==> src/rtl/card_game_pkg.sv <==
// +----------------------------------------------------------------------------+
// | card_game_pkg : shared defaults, datapath state encoding, LFSR seed/taps   |
// | Rev 1.0                                                                    |
// +----------------------------------------------------------------------------+
`default_nettype none

package card_game_pkg;

   localparam int CARD_W_DEFAULT  = 3;
   localparam int SCORE_W_DEFAULT = 8;

   localparam logic [2:0] ST_IDLE    = 3'd0;
   localparam logic [2:0] ST_DRAW    = 3'd1;
   localparam logic [2:0] ST_DISPLAY = 3'd2;
   localparam logic [2:0] ST_RESPOND = 3'd3;
   localparam logic [2:0] ST_HANDOFF = 3'd4;

   typedef enum logic [2:0] {
      S_IDLE    = ST_IDLE,
      S_DRAW    = ST_DRAW,
      S_DISPLAY = ST_DISPLAY,
      S_RESPOND = ST_RESPOND,
      S_HANDOFF = ST_HANDOFF
   } dp_state_t;

   localparam logic [7:0] LFSR_SEED = 8'hA5;
   // Feedback taps at bit positions 8,6,5,4 (1-based)
   localparam logic [7:0] LFSR_TAPS = 8'hB8;

   function automatic logic [7:0] lfsr_next(input logic [7:0] cur);
      return {cur[6:0], ^(cur & LFSR_TAPS)};
   endfunction

endpackage

`default_nettype wire

==> src/rtl/card_datapath_if.sv <==
// +----------------------------------------------------------------------------+
// | card_datapath_if : control/player <-> card datapath signal bundle          |
// | Optional macro CARD_DATAPATH_HIGH_SCORE_EN adds high_score. Rev 1.0        |
// +----------------------------------------------------------------------------+
`default_nettype none

interface card_datapath_if
   import card_game_pkg::*;
#(
   parameter int CARD_W  = CARD_W_DEFAULT,
   parameter int SCORE_W = SCORE_W_DEFAULT
);
   logic                show_card;
   logic                load_answer;
   logic                analyse;
   logic                key_match;
   logic                key_nomatch;
   logic                next_card;
   logic                game_over;
   logic [CARD_W-1:0]   card_id;
   logic                card_valid;
   logic                correct_answer;
   logic [SCORE_W-1:0]  score;

`ifdef CARD_DATAPATH_HIGH_SCORE_EN
   logic [SCORE_W-1:0]  high_score;

   modport master (
      output show_card, load_answer, analyse, key_match, key_nomatch,
      input  next_card, game_over, card_id, card_valid, correct_answer, score, high_score
   );
   modport slave (
      input  show_card, load_answer, analyse, key_match, key_nomatch,
      output next_card, game_over, card_id, card_valid, correct_answer, score, high_score
   );
`else
   modport master (
      output show_card, load_answer, analyse, key_match, key_nomatch,
      input  next_card, game_over, card_id, card_valid, correct_answer, score
   );
   modport slave (
      input  show_card, load_answer, analyse, key_match, key_nomatch,
      output next_card, game_over, card_id, card_valid, correct_answer, score
   );
`endif

endinterface

`default_nettype wire

==> src/rtl/card_lfsr.sv <==
// +----------------------------------------------------------------------------+
// | card_lfsr : 8-bit free-running Fibonacci LFSR, sync reset to seed          |
// | Rev 1.0                                                                    |
// +----------------------------------------------------------------------------+
`default_nettype none

module card_lfsr
   import card_game_pkg::*;
(
   input  logic       clk,
   input  logic       resetn,
   output logic [7:0] lfsr_o
);

   logic [7:0] lfsr_q;

   always_ff @(posedge clk) begin
      if (!resetn) begin
         lfsr_q <= LFSR_SEED;
      end else begin
         lfsr_q <= lfsr_next(lfsr_q);
      end
   end

   assign lfsr_o = lfsr_q;

endmodule

`default_nettype wire

==> src/rtl/card_datapath.sv <==
// +----------------------------------------------------------------------------+
// | card_datapath : card draw/display, answer capture, score for 1-back game   |
// | Optional macro CARD_DATAPATH_HIGH_SCORE_EN adds high_score. Rev 1.0        |
// +----------------------------------------------------------------------------+
`default_nettype none

module card_datapath
   import card_game_pkg::*;
#(
   parameter int CARD_W         = CARD_W_DEFAULT,
   parameter int SCORE_W        = SCORE_W_DEFAULT,
   parameter int DISPLAY_CYCLES = 25000000,
   parameter int TIMEOUT_CYCLES = 150000000
)(
   input  logic            clk,
   input  logic            resetn,
   card_datapath_if.slave  dp
);

   localparam int DISP_W = $clog2(DISPLAY_CYCLES) + 1;
   localparam int TMO_W  = $clog2(TIMEOUT_CYCLES) + 1;
   localparam logic [DISP_W-1:0] DISP_LAST = DISP_W'(DISPLAY_CYCLES - 1);
   localparam logic [TMO_W-1:0]  TMO_LAST  = TMO_W'(TIMEOUT_CYCLES - 1);

   logic [7:0]          lfsr;
   logic                lfsr_unused;
   logic [CARD_W-1:0]   card_d;
   logic                wrong_d;
   logic                score_inc;
   logic [SCORE_W-1:0]  score_d;

   dp_state_t           state_q;
   logic                phase_q;
   logic [DISP_W-1:0]   disp_cnt_q;
   logic [TMO_W-1:0]    tmo_cnt_q;
   logic                wrong_q;
   logic                next_card_q;
   logic                game_over_q;
   logic [CARD_W-1:0]   card_id_q;
   logic                card_valid_q;
   logic                correct_q;
   logic [SCORE_W-1:0]  score_q;
`ifdef CARD_DATAPATH_HIGH_SCORE_EN
   logic [SCORE_W-1:0]  high_q;
`endif

   card_lfsr u_lfsr (
      .clk    (clk),
      .resetn (resetn),
      .lfsr_o (lfsr)
   );

   // lfsr[7] set means "repeat the current card", which keeps matches frequent
   assign card_d      = lfsr[7] ? card_id_q : lfsr[CARD_W-1:0];
   assign lfsr_unused = ^lfsr[6:CARD_W];
   assign wrong_d     = (dp.key_match & dp.key_nomatch) | (dp.key_match != correct_q);
   assign score_inc   = dp.analyse & ~game_over_q & ~(&score_q);
   assign score_d     = score_q + SCORE_W'(1);

   always_ff @(posedge clk) begin
      if (!resetn) begin
         state_q      <= S_IDLE;
         phase_q      <= 1'b0;
         disp_cnt_q   <= '0;
         tmo_cnt_q    <= '0;
         wrong_q      <= 1'b0;
         next_card_q  <= 1'b0;
         game_over_q  <= 1'b0;
         card_id_q    <= '0;
         card_valid_q <= 1'b0;
         correct_q    <= 1'b0;
         score_q      <= '0;
`ifdef CARD_DATAPATH_HIGH_SCORE_EN
         high_q       <= '0;
`endif
      end else begin
         next_card_q <= 1'b0;
         if (score_inc) begin
            score_q <= score_d;
`ifdef CARD_DATAPATH_HIGH_SCORE_EN
            if (score_d > high_q) begin
               high_q <= score_d;
            end
`endif
         end

         case (state_q)
            S_IDLE: begin
               card_valid_q <= 1'b0;
               if (dp.show_card) begin
                  phase_q <= dp.load_answer;
                  state_q <= S_DRAW;
               end
            end
            S_DRAW: begin
               if (!dp.show_card) begin
                  state_q <= S_IDLE;
               end else begin
                  correct_q    <= (card_d == card_id_q);
                  card_id_q    <= card_d;
                  card_valid_q <= 1'b1;
                  disp_cnt_q   <= '0;
                  state_q      <= S_DISPLAY;
                  // A first-card draw starts a new game; overrides any increment
                  if (!phase_q) begin
                     game_over_q <= 1'b0;
                     score_q     <= '0;
                  end
               end
            end
            S_DISPLAY: begin
               if (!dp.show_card) begin
                  state_q <= S_IDLE;
               end else if (disp_cnt_q == DISP_LAST) begin
                  if (phase_q) begin
                     tmo_cnt_q <= '0;
                     state_q   <= S_RESPOND;
                  end else begin
                     state_q   <= S_HANDOFF;
                  end
               end else begin
                  disp_cnt_q <= disp_cnt_q + DISP_W'(1);
               end
            end
            S_RESPOND: begin
               if (!dp.show_card) begin
                  state_q <= S_IDLE;
               end else if (dp.key_match | dp.key_nomatch) begin
                  wrong_q <= wrong_d;
                  state_q <= S_HANDOFF;
               end else if (tmo_cnt_q == TMO_LAST) begin
                  wrong_q <= 1'b1;
                  state_q <= S_HANDOFF;
               end else begin
                  tmo_cnt_q <= tmo_cnt_q + TMO_W'(1);
               end
            end
            S_HANDOFF: begin
               next_card_q <= 1'b1;
               if (phase_q) begin
                  game_over_q <= wrong_q;
               end
               state_q <= S_IDLE;
            end
            default: state_q <= S_IDLE;
         endcase
      end
   end

   assign dp.next_card      = next_card_q;
   assign dp.game_over      = game_over_q;
   assign dp.card_id        = card_id_q;
   assign dp.card_valid     = card_valid_q;
   assign dp.correct_answer = correct_q;
   assign dp.score          = score_q;
`ifdef CARD_DATAPATH_HIGH_SCORE_EN
   assign dp.high_score     = high_q;
`endif

endmodule

`default_nettype wire

==> src/flat_wrapper.sv <==
// flat-port wrapper written by rule: the top's interface ports become plain ports
module card_datapath_flat import card_game_pkg::*;
#(
   parameter int CARD_W         = CARD_W_DEFAULT,
   parameter int SCORE_W        = SCORE_W_DEFAULT,
   parameter int DISPLAY_CYCLES = 25000000,
   parameter int TIMEOUT_CYCLES = 150000000
)
  (clk, resetn, dp_show_card, dp_load_answer, dp_analyse, dp_key_match, dp_key_nomatch, dp_next_card, dp_game_over, dp_card_id, dp_card_valid, dp_correct_answer, dp_score);
  card_datapath_if #(.CARD_W(CARD_W), .SCORE_W(SCORE_W)) dp_i ();
  input  logic clk;
  input  logic resetn;
  input wire logic [$bits(dp_i.show_card)-1:0] dp_show_card;
  input wire logic [$bits(dp_i.load_answer)-1:0] dp_load_answer;
  input wire logic [$bits(dp_i.analyse)-1:0] dp_analyse;
  input wire logic [$bits(dp_i.key_match)-1:0] dp_key_match;
  input wire logic [$bits(dp_i.key_nomatch)-1:0] dp_key_nomatch;
  output wire logic [$bits(dp_i.next_card)-1:0] dp_next_card;
  output wire logic [$bits(dp_i.game_over)-1:0] dp_game_over;
  output wire logic [$bits(dp_i.card_id)-1:0] dp_card_id;
  output wire logic [$bits(dp_i.card_valid)-1:0] dp_card_valid;
  output wire logic [$bits(dp_i.correct_answer)-1:0] dp_correct_answer;
  output wire logic [$bits(dp_i.score)-1:0] dp_score;
  assign dp_i.show_card = dp_show_card;
  assign dp_i.load_answer = dp_load_answer;
  assign dp_i.analyse = dp_analyse;
  assign dp_i.key_match = dp_key_match;
  assign dp_i.key_nomatch = dp_key_nomatch;
  assign dp_next_card = dp_i.next_card;
  assign dp_game_over = dp_i.game_over;
  assign dp_card_id = dp_i.card_id;
  assign dp_card_valid = dp_i.card_valid;
  assign dp_correct_answer = dp_i.correct_answer;
  assign dp_score = dp_i.score;
  card_datapath #(.CARD_W(CARD_W), .SCORE_W(SCORE_W), .DISPLAY_CYCLES(DISPLAY_CYCLES), .TIMEOUT_CYCLES(TIMEOUT_CYCLES)) u_core (.clk(clk), .resetn(resetn), .dp(dp_i));
endmodule
==> config.mk <==
export PLATFORM = sky130hd
export DESIGN_NAME = card_datapath_flat
export DESIGN_NICKNAME = d
export VERILOG_FILES = /design/src/rtl/card_game_pkg.sv /design/src/rtl/card_datapath_if.sv /design/src/rtl/card_lfsr.sv /design/src/rtl/card_datapath.sv /design/src/flat_wrapper.sv
export SDC_FILE = /design/constraint.sdc
export NUM_CORES = 1
export LEC_CHECK = 0
export CAP_MARGIN = 40
export CORE_AREA = 5 5 99 101
export CTS_CLUSTER_DIAMETER = 80
export DETAILED_ROUTE_END_ITERATION = 16
export DIE_AREA = 0 0 104 106
export PLACE_DENSITY = 0.67
export SLEW_MARGIN = 20
export SYNTH_ARGS = -nofsm -noshare
export SYNTH_HDL_FRONTEND = slang
export SYNTH_SLANG_ARGS = --single-unit
export TNS_END_PERCENT = 100
==> constraint.sdc <==
create_clock -name clk -period 4 [get_ports clk]
set_input_delay 1 -clock clk [delete_from_list [all_inputs] [get_ports clk]]
set_output_delay 1 -clock clk [all_outputs]
set_load 0.005 [all_outputs]
==> results.md, run 1 <==
- First-pass GRT wire length: 16900 um
- Synth Cell Area: 4260 um^2
- Port Buffers: 21
- Slowest-stage cell, CP: or4_4
- Post_cts resized: 0
- CP top delay family: simple AND/OR/NAND/NOR gates
- Switching fraction of total power: 23.7%
- Share of power burned in registers: 52.0%
- Worst endpoint required time: 4210 ps
- Total GRT Usage: 18.0%
- Vias/cell: 6.11
- XOR/XNOR share of the synthesized area: 3.29%
- GPL Wtd Cong: 0.838
- Psw: 390 uW
- Die width: 104 um
- Placed insts: 616
- Net count, final: 526
- Min cycle time layout: 3120 ps
- Internal power: 1.25 mW
- Final setup vio count: 0
- Largest net degree at the start of global routing: 31
- Setup Buffers After CTS: 0
- Syn avg cell area: 8.40 um^2
- CTS tree: built
- R2R Setup Slk: 1080 ps
- Levels on crit path: 6
- Yosys warns: 0
- Critical Path Sink: u_core.tmo_cnt_q[18]
- Number of core rows: 35
- Die height: 106 um
- DRT Pass-1 Iters: 5
- Max_cap viols: 0
- Residual DRC: 0
- Critical Path Start: dp_show_card
- Placement Setup Slack: 532 ps
- Non-filler instance count after layout: 632
- CP arrival: 3330 ps
- Ys async rst share: 0%
- Synth Area in Compound Gates: 23.3%
- Initial antenna violation count: 0
- Worst path bufs/invs: 1
- Setup TNS: 0 ps
- Syn_nets: 517
- ANT nets after route: 0
- Kind of critical path: in2reg
- Share of cells above drive strength 1: 7.49%
- Total core area: 8930 um^2
- Crit Path Max Fanout: 15
- Critical Path Sink Type: register
- Worst IR Drop VDD: 181 uV
- Share of the yosys chip area belonging to registers: 39.0%
- Adder-cell share of the synthesized area: 0.882%
- Fin. Hold Viols: 0
- Tot Pwr: 1.64 mW
- FF-to-FF path depth: 6
- Die area: 11000 um^2
- Vias in the first global route: 3537
- Outcome: finished clean
- GR Overflow Total: 0
- Maximum clock rate: 321 MHz
- Simple logic cell fraction of the synthesized area: 28.0%
- Final Skew: 18.4 ps
- Finished Core Util: 53.1%
- Hpwl dp: 6630 um
- EDFF count, synth: 0
- Unrepaired setup endpoints after global routing: no
- Num CTS Buffers: 9
- Diode count: 0
- Headroom to the max-slew limit: 50.4%
- Clk pin slew, worst setup/hold paths: 100 ps
- Cell Pwr Density: 346 nW/um^2
- Via count: 3864
- Worst hold path type: reg2reg
- Worst setup margin: 883 ps
- Later-pin clock latency in the skew report: 360 ps
- I/O pin count: 22
- Worst-Margin Slew: 741 ps
- Starting density of the core: 47.7%
- LEAKAGE: 1.58 nW
- Worst setup SP type: input pin
- WL per Instance: 15.5 um
- # hold bufs at CTS: 0
- Post-synth cell types: 60
- H-tree Lvls: 3
- Most frequent CP cell: nand2_1
- Worst r2r src: u_core.tmo_cnt_q[0]
- Fin crit share: 77.9%
- Clock sinks: 83
- WL final: 9790 um
- Post-synth top flop: dfxtp_1
- Post-synthesis mux area share: 0.970%
- CTS Buffer Depth: 2
- Worst R2R End: u_core.tmo_cnt_q[18]
- Fin. max-slew vios: 0
- Post-Synthesis Cells: 507
- Clock Tree Root: clkbuf_8
- DR iter-0 viols: 182
- P&R area growth vs syn: 11.5%
- Cell Chain, Critical Path: clkdlybuf4s50_1 -> and4bb_2 -> nand2_1 -> or4_4 -> nand2_1 -> a311oi_1
- Clock Power Share: 42.3%
- Synthesis-stage register bit count: 83
- Combinational Power Share: 5.7%
- Worst path max stage delay: 620 ps
- Main combinational cell family by area after synthesis: simple AND/OR/NAND/NOR gates
[synth_stat cells, types with 5 or more instances]
master	count	area share, %
a2111o_1	9	2.4
a21oi_1	26	3.1
a311oi_1	15	3.1
a31oi_1	8	1.2
and2_1	11	1.6
and3_1	11	1.6
and4_1	6	1.2
clkbuf_1	24	2.1
dfxtp_1	83	39
inv_1	11	0.97
nand2_1	72	6.3
nand2b_1	6	0.88
nand3_1	24	2.8
nand4_1	16	2.4
nor2_1	33	2.9
nor3_1	7	0.82
nor4_1	6	0.88
nor4b_1	5	1.0
o2111ai_1	13	2.7
o211ai_1	10	1.8
o21ai_0	19	2.2
o221a_2	6	1.6
or4_1	9	1.6
xnor2_1	6	1.2
xor2_1	10	2.1
[cells by family (layout without fill, tap and decap cells)]
group           after synthesis  after routing
buf+inv                      42             56
mux                           4              4
xor+xnor                     16             16
compound gates              134            134
fa+ha+maj                     3              3
simple gates                225            225
flops                        83             83
[layout by cell type, fill, tap and decap left out, types with 10 or more instances in the layout]
master | netlist | routed
o211ai_1 | 10 | 10
dfxtp_1 | 83 | 83
inv_1 | 11 | 11
clkbuf_8 | 1 | 10
a311oi_1 | 15 | 15
nand3_1 | 24 | 24
and3_1 | 11 | 11
nor2_1 | 33 | 33
xor2_1 | 10 | 10
nand2_1 | 72 | 72
clkdlybuf4s50_1 | 0 | 21
o2111ai_1 | 13 | 13
and2_1 | 11 | 11
o21ai_0 | 19 | 19
a21oi_1 | 26 | 26
nand4_1 | 16 | 16
[registers in the layout (all words and copies together), names as in the netlist]
| signal | cells |
|---|---|
| u_core.state_q | 3 |
| u_core.dp.correct_answer | 1 |
| u_core.u_lfsr.lfsr_o | 8 |
| u_core.tmo_cnt_q | 29 |
| u_core.dp.card_id | 3 |
| u_core.phase_q | 1 |
| u_core.wrong_q | 1 |
| u_core.dp.next_card | 1 |
| u_core.disp_cnt_q | 26 |
| u_core.dp.score | 8 |
| u_core.dp.card_valid | 1 |
| u_core.dp.game_over | 1 |
[power groups by stage]
stage          sequential [mW]  combinational (mW)  clock [mW]
2_1_floorplan            0.869              0.0670           0
3_3_place_gp             0.874              0.0915           0
3_5_place_dp             0.874              0.0932           0
4_1_cts                  0.855              0.0939       0.713
5_1_grt                  0.858               0.103       0.751
6_report                 0.855              0.0929       0.696
[per-stage QoR]
stage | hold slack [ps] | area, um^2
after detailed placement | 396 | 4510
final | 404 | 4750
after global placement | 389 | 4510
after floorplan | 386 | 4260
after CTS | 411 | 4750
after global routing | 445 | 4750
[per-layer routing]
| layer | wire [um] | vias to the layer above | global-route usage (%) |
|---|---|---|---|
| met2 | 4480 | 83 | 28.3 |
| met5 | 0 | - | 0 |
| li1 | - | 1949 | - |
| met1 | 4810 | 1825 | 25.0 |
| met3 | 416 | 7 | 3.58 |
| met4 | 87 | 0 | 5.37 |
[final cells by class]
| type | instances | area [um^2] |
|---|---|---|
| clock inverters | 6 | 95.1 |
| flip-flops and latches | 83 | 1660 |
| multi-input cells | 382 | 2410 |
| clock buffers | 10 | 138 |
| inverters | 11 | 41.3 |
| well taps | 111 | 139 |
| repair buffers | 29 | 264 |
| fillers | 824 | 4190 |
[worst min path at each step]
stage,start,endpoint,slack (ps),cells past startpoint
floorplan,u_core.u_lfsr.lfsr_o[6],u_core.u_lfsr.lfsr_o[7],390,1
global placement,u_core.u_lfsr.lfsr_o[6],u_core.u_lfsr.lfsr_o[7],390,1
detailed placement,u_core.u_lfsr.lfsr_o[6],u_core.u_lfsr.lfsr_o[7],400,1
CTS,u_core.u_lfsr.lfsr_o[6],u_core.u_lfsr.lfsr_o[7],410,1
global route,u_core.u_lfsr.lfsr_o[6],u_core.u_lfsr.lfsr_o[7],440,1
finish,u_core.u_lfsr.lfsr_o[6],u_core.u_lfsr.lfsr_o[7],400,1
Power figures use the tool's default switching activity.
==> run 2, diff against run 1 <==
--- a/config.mk
+++ b/config.mk
@@ -10,7 +10,7 @@
 export CTS_CLUSTER_DIAMETER = 80
 export DETAILED_ROUTE_END_ITERATION = 16
 export DIE_AREA = 0 0 104 106
-export PLACE_DENSITY = 0.67
+export PLACE_DENSITY = 0.69
 export SLEW_MARGIN = 20
 export SYNTH_ARGS = -nofsm -noshare
 export SYNTH_HDL_FRONTEND = slang
==> constraint.sdc (replaced) <==
create_clock -name clk -period 2.6 [get_ports clk]
set_input_delay 0.65 -clock clk [delete_from_list [all_inputs] [get_ports clk]]
set_output_delay 0.65 -clock clk [all_outputs]
set_load 0.005 [all_outputs]
==> results.md, run 2 (synthesis results as in run 1) <==
- Outcome: finished clean
- WL per Instance: 15.9 um
- Post_cts resized: 0
- CP top delay family: simple AND/OR/NAND/NOR gates
- Clock sinks: 83
- Worst r2r src: u_core.disp_cnt_q[24]
- Fin. Hold Viols: 0
- WL final: 10500 um
- Kind of critical path: in2reg
- Headroom to the max-slew limit: 54.8%
- CTS Buffer Depth: 2
- Placed cell area: 4750 um^2
- Total core area: 8930 um^2
- Non-filler instance count after layout: 656
- Worst endpoint required time: 2860 ps
- Clock Tree Root: clkbuf_8
- Die height: 106 um
- FF-to-FF path depth: 5
- Die area: 11000 um^2
- Share of cells above drive strength 1: 11.7%
- LEAKAGE: 1.68 nW
- Critical Path Sink Type: register
- First-pass GRT wire length: 18000 um
- Most flops, register: u_core.tmo_cnt_q
- Total GRT Usage: 19.2%
- Worst IR Drop VDD: 267 uV
- Critical Path Sink: u_core.tmo_cnt_q[25]
- Worst path max stage delay: 560 ps
- Finished Core Util: 55.2%
- Residual DRC: 0
- Min cycle time layout: 2350 ps
- Port Buffers: 21
- GPL Wtd Cong: 0.902
- Maximum clock rate: 426 MHz
- Initial antenna violation count: 0
- Number of core rows: 35
- R2R Setup Slk: 260 ps
- Most frequent cells in the layout: dfxtp_1, nand2_1, nor2_1
- Fin crit share: 90.3%
- Placed insts: 640
- Num CTS Buffers: 9
- Final setup vio count: 0
- Final Skew: 15.7 ps
- ANT nets after route: 0
- Setup Buffers After CTS: 0
- CTS tree: built
- Clk pin slew, worst setup/hold paths: 100 ps
- Worst path bufs/invs: 1
- Via count: 4025
- Hpwl dp: 7260 um
- Crit Path Max Fanout: 7
- Number of fill cells: 842
- Worst setup SP type: input pin
- DRT Pass-1 Iters: 4
- Net count, final: 550
- Worst hold path type: reg2reg
- Worst-Margin Slew: 672 ps
- Starting density of the core: 47.7%
- Later-pin clock latency in the skew report: 360 ps
- Slowest-stage cell, CP: or4_4
- Unrepaired setup endpoints after global routing: no
- Final Cell Area: 4930 um^2
- Critical Path Start: dp_show_card
- P&R area growth vs syn: 15.8%
- H-tree Lvls: 3
- CP arrival: 2610 ps
- # hold bufs at CTS: 0
- Cell Chain, Critical Path: clkdlybuf4s50_1 -> and4bb_2 -> nand2_1 -> or4_4 -> and2_1 -> o311a_1
- Cell Pwr Density: 480 nW/um^2
- Commonest non-fill, non-tap cell in the layout: dfxtp_1
- Placement Setup Slack: -123 ps
- Fin. max-slew vios: 0
- Vias in the first global route: 3854
- Top flop regs: u_core.tmo_cnt_q: 29 flops, u_core.disp_cnt_q: 26 flops
- Max_cap viols: 0
- GR Overflow Total: 0
- Die width: 104 um
- Levels on crit path: 6
- Vias/cell: 6.14
- I/O pin count: 22
- Largest net degree at the start of global routing: 25
- Diode count: 0
- Worst setup margin: 252 ps
- Worst R2R End: u_core.tmo_cnt_q[25]
- Max FFs per register: 29
- DR iter-0 viols: 198
## run 2: cell types whose count changed in the layout (fill, tap and decap cells not counted), sizes merged
cell / change
buf: +24
bufinv: -2
clkinvlp: +2
inv: +2
clkbuf: -1
clkinv: -1
## run 2: area by class of cell
type                            count  area (um^2)  share of cell area [%]
Timing Repair Buffer               53          500                    10.1
Multi-Input combinational cell    382         2410                    48.8
Clock inverter                      7         57.6                    1.17
Inverter                           11         41.3                   0.837
Clock buffer                        9          124                    2.51
Sequential cell                    83         1660                    33.7
Tap cell                          111          139                    2.82
## run 2: worst min-delay path by stage
stage                       startpoint                       to  slack (ps)  cells after the start
2_1_floorplan  u_core.u_lfsr.lfsr_o[6]  u_core.u_lfsr.lfsr_o[7]         390                      1
3_3_place_gp   u_core.u_lfsr.lfsr_o[6]  u_core.u_lfsr.lfsr_o[7]         400                      1
3_5_place_dp   u_core.u_lfsr.lfsr_o[6]  u_core.u_lfsr.lfsr_o[7]         400                      1
4_1_cts        u_core.u_lfsr.lfsr_o[6]  u_core.u_lfsr.lfsr_o[7]         420                      1
5_1_grt        u_core.u_lfsr.lfsr_o[6]  u_core.u_lfsr.lfsr_o[7]         440                      1
6_report       u_core.u_lfsr.lfsr_o[6]  u_core.u_lfsr.lfsr_o[7]         420                      1
## run 2: through the flow
step           power [mW]  hold WS [ps]  TNS, ps
3_3_place_gp         1.51           396     -334
5_1_grt              2.46           438        0
2_1_floorplan        1.44           386        0
4_1_cts              2.38           420        0
6_report             2.37           416        0
3_5_place_dp         1.51           398     -929
## run 2: report_power, final
group | total, mW | switching, mW | internal (mW)
sequential | 1.32 | 0.0241 | 1.29
combinational | 0.166 | 0.0868 | 0.0797
clock | 0.883 | 0.521 | 0.362
## run 2: routing by layer
layer / track usage [%] / vias to the layer above / part of all wire, %
met5: 0 / - / 0
met4: 6.66 / 0 / 0.99
met3: 3.58 / 9 / 3.6
met2: 31.4 / 88 / 47
met1: 25.3 / 1934 / 48
li1: - / 1994 / -
==> run 3, diff against run 2 <==
--- a/config.mk
+++ b/config.mk
@@ -6,12 +6,11 @@
 export NUM_CORES = 1
 export LEC_CHECK = 0
 export CAP_MARGIN = 40
-export CORE_AREA = 5 5 99 101
+export CORE_AREA = 5 5 91 110
 export CTS_CLUSTER_DIAMETER = 80
 export DETAILED_ROUTE_END_ITERATION = 16
-export DIE_AREA = 0 0 104 106
-export PLACE_DENSITY = 0.69
-export SLEW_MARGIN = 20
+export DIE_AREA = 0 0 96 115
+export PLACE_DENSITY = 0.81
 export SYNTH_ARGS = -nofsm -noshare
 export SYNTH_HDL_FRONTEND = slang
 export SYNTH_SLANG_ARGS = --single-unit
==> results.md, run 3 (synthesis results as in run 1) <==
- Finished Core Util: 55.9%
- Critical Path Sink Type: register
- Largest net degree at the start of global routing: 28
- Internal power: 1.76 mW
- FF-to-FF path depth: 5
- Die height: 115 um
- Worst setup margin: 203 ps
- Headroom to the max-slew limit: 53.3%
- Storage cell area: 1660 um^2
- Final Skew: 12.0 ps
- Outcome: finished clean
- Top flop regs: u_core.tmo_cnt_q: 29 flops, u_core.disp_cnt_q: 26 flops
- Most flops, register: u_core.tmo_cnt_q
- Residual DRC: 0
- Worst endpoint required time: 2870 ps
- Vias in the first global route: 4093
- P&R area growth vs syn: 16.1%
- Non-filler instance count after layout: 662
- Diode count: 0
- Placement Setup Slack: -154 ps
- Clock Tree Root: clkbuf_8
- Unrepaired setup endpoints after global routing: no
- Multi-input gate area: 2410 um^2
- WL final: 10500 um
- Hpwl dp: 7360 um
- Fin crit share: 92.2%
- Critical Path Sink: u_core.tmo_cnt_q[25]
- First-pass GRT wire length: 18100 um
- Combinational Power Share: 6.9%
- Cell Pwr Density: 486 nW/um^2
- CTS tree: built
- WL per Instance: 15.9 um
- Max_cap viols: 0
- I/O pin count: 22
- Kind of critical path: reg2reg
- Share of power burned in registers: 54.9%
- Worst R2R End: u_core.tmo_cnt_q[25]
- R2R Setup Slk: 200 ps
- Critical Path Start: u_core.disp_cnt_q[6]
- Fin. max-slew vios: 0
- Most frequent cells in the layout: dfxtp_1, nand2_1, nor2_1
- Switching fraction of total power: 26.6%
- GPL Wtd Cong: 0.909
- Maximum clock rate: 417 MHz
- Crit Path Max Fanout: 7
- Num CTS Buffers: 9
- Fin. Hold Viols: 0
- Number of fill cells: 791
- Port Buffers: 21
- Setup Buffers After CTS: 0
- Number of core rows: 38
- DRT Pass-1 Iters: 6
- GR Overflow Total: 0
- Worst hold path type: reg2reg
- Final setup vio count: 0
- Worst IR Drop VDD: 454 uV
- Post_cts resized: 0
- Total GRT Usage: 20.0%
- H-tree Lvls: 3
- Die area: 11000 um^2
- Clock sinks: 83
- Worst-Margin Slew: 700 ps
- Share of cells above drive strength 1: 11.3%
- Clock Power Share: 38.2%
- Worst r2r src: u_core.disp_cnt_q[6]
- Net count, final: 547
- Vias/cell: 6.26
- DR iter-0 viols: 316
- Worst setup SP type: register
- Commonest non-fill, non-tap cell in the layout: dfxtp_1
- Die width: 96 um
- Starting density of the core: 48.1%
- Later-pin clock latency in the skew report: 370 ps
- CTS Buffer Depth: 2
- Clk pin slew, worst setup/hold paths: 90 ps
- ANT nets after route: 0
- Min cycle time layout: 2400 ps
- Max FFs per register: 29
- Placed insts: 646
- Initial antenna violation count: 0
- # hold bufs at CTS: 0
- LEAKAGE: 1.68 nW
- Psw: 639 uW
- Total core area: 8840 um^2
- Via count: 4145
- CP arrival: 2670 ps
run 3: cell types whose count changed in the layout (fill, tap and decap cells not counted), sizes merged:
cell      previous run  this run
buf                 32        29
clkbuf               9        10
clkinvlp             2         1
run 3: power by group through the flow:
stage                     registers [mW]  clock network, mW  logic (mW)
after global routing                1.32              0.981       0.180
after CTS                           1.32              0.928       0.165
after detailed placement            1.35                  0       0.163
after global placement              1.34                  0       0.159
final                               1.32              0.918       0.165
after floorplan                     1.34                  0       0.103
run 3: how the worst min path moves through the flow:
| stage | from | to | slack (ps) | depth (start not counted) |
|---|---|---|---|---|
| global placement | u_core.u_lfsr.lfsr_o[6] | u_core.u_lfsr.lfsr_o[7] | 390 | 1 |
| floorplan | u_core.u_lfsr.lfsr_o[6] | u_core.u_lfsr.lfsr_o[7] | 390 | 1 |
| CTS | u_core.u_lfsr.lfsr_o[6] | u_core.u_lfsr.lfsr_o[7] | 450 | 1 |
| finish | u_core.u_lfsr.lfsr_o[6] | u_core.u_lfsr.lfsr_o[7] | 450 | 1 |
| global route | u_core.u_lfsr.lfsr_o[6] | u_core.u_lfsr.lfsr_o[7] | 490 | 1 |
| detailed placement | u_core.u_lfsr.lfsr_o[6] | u_core.u_lfsr.lfsr_o[7] | 400 | 1 |
run 3: metrics by stage:
stage               hold slack (ps)  cell area, um^2  TNS [ps]  power, mW
detailed placement              398             4750     -1830       1.51
CTS                             446             4940         0       2.41
finish                          453             4940         0       2.40
global route                    485             4940         0       2.48
global placement                393             4750     -1070       1.50
floorplan                       386             4260         0       1.44
run 3: per-layer routing:
metal	global-route usage (%)	vias up	share of wire (%)
met3	3.93	22	5.1
met1	23.2	1999	41
met2	34.9	134	52
met5	0	-	0
met4	9.30	0	1.9
li1	-	1990	-
run 3: final cells by class:
type,instances,area share [%]
well taps,120,3.04
clock buffers,10,2.78
flip-flops and latches,83,33.6
repair buffers,50,9.92
multi-input cells,382,48.7
clock inverters,6,1.09
inverters,11,0.835
run 3: critical path, cell delays in order (launching register included):
cell and delay (ps):
dfxtp_1 380, nor4b_1 390, nand4_1 280, or4_4 600, and2_1 270, o311a_1 360
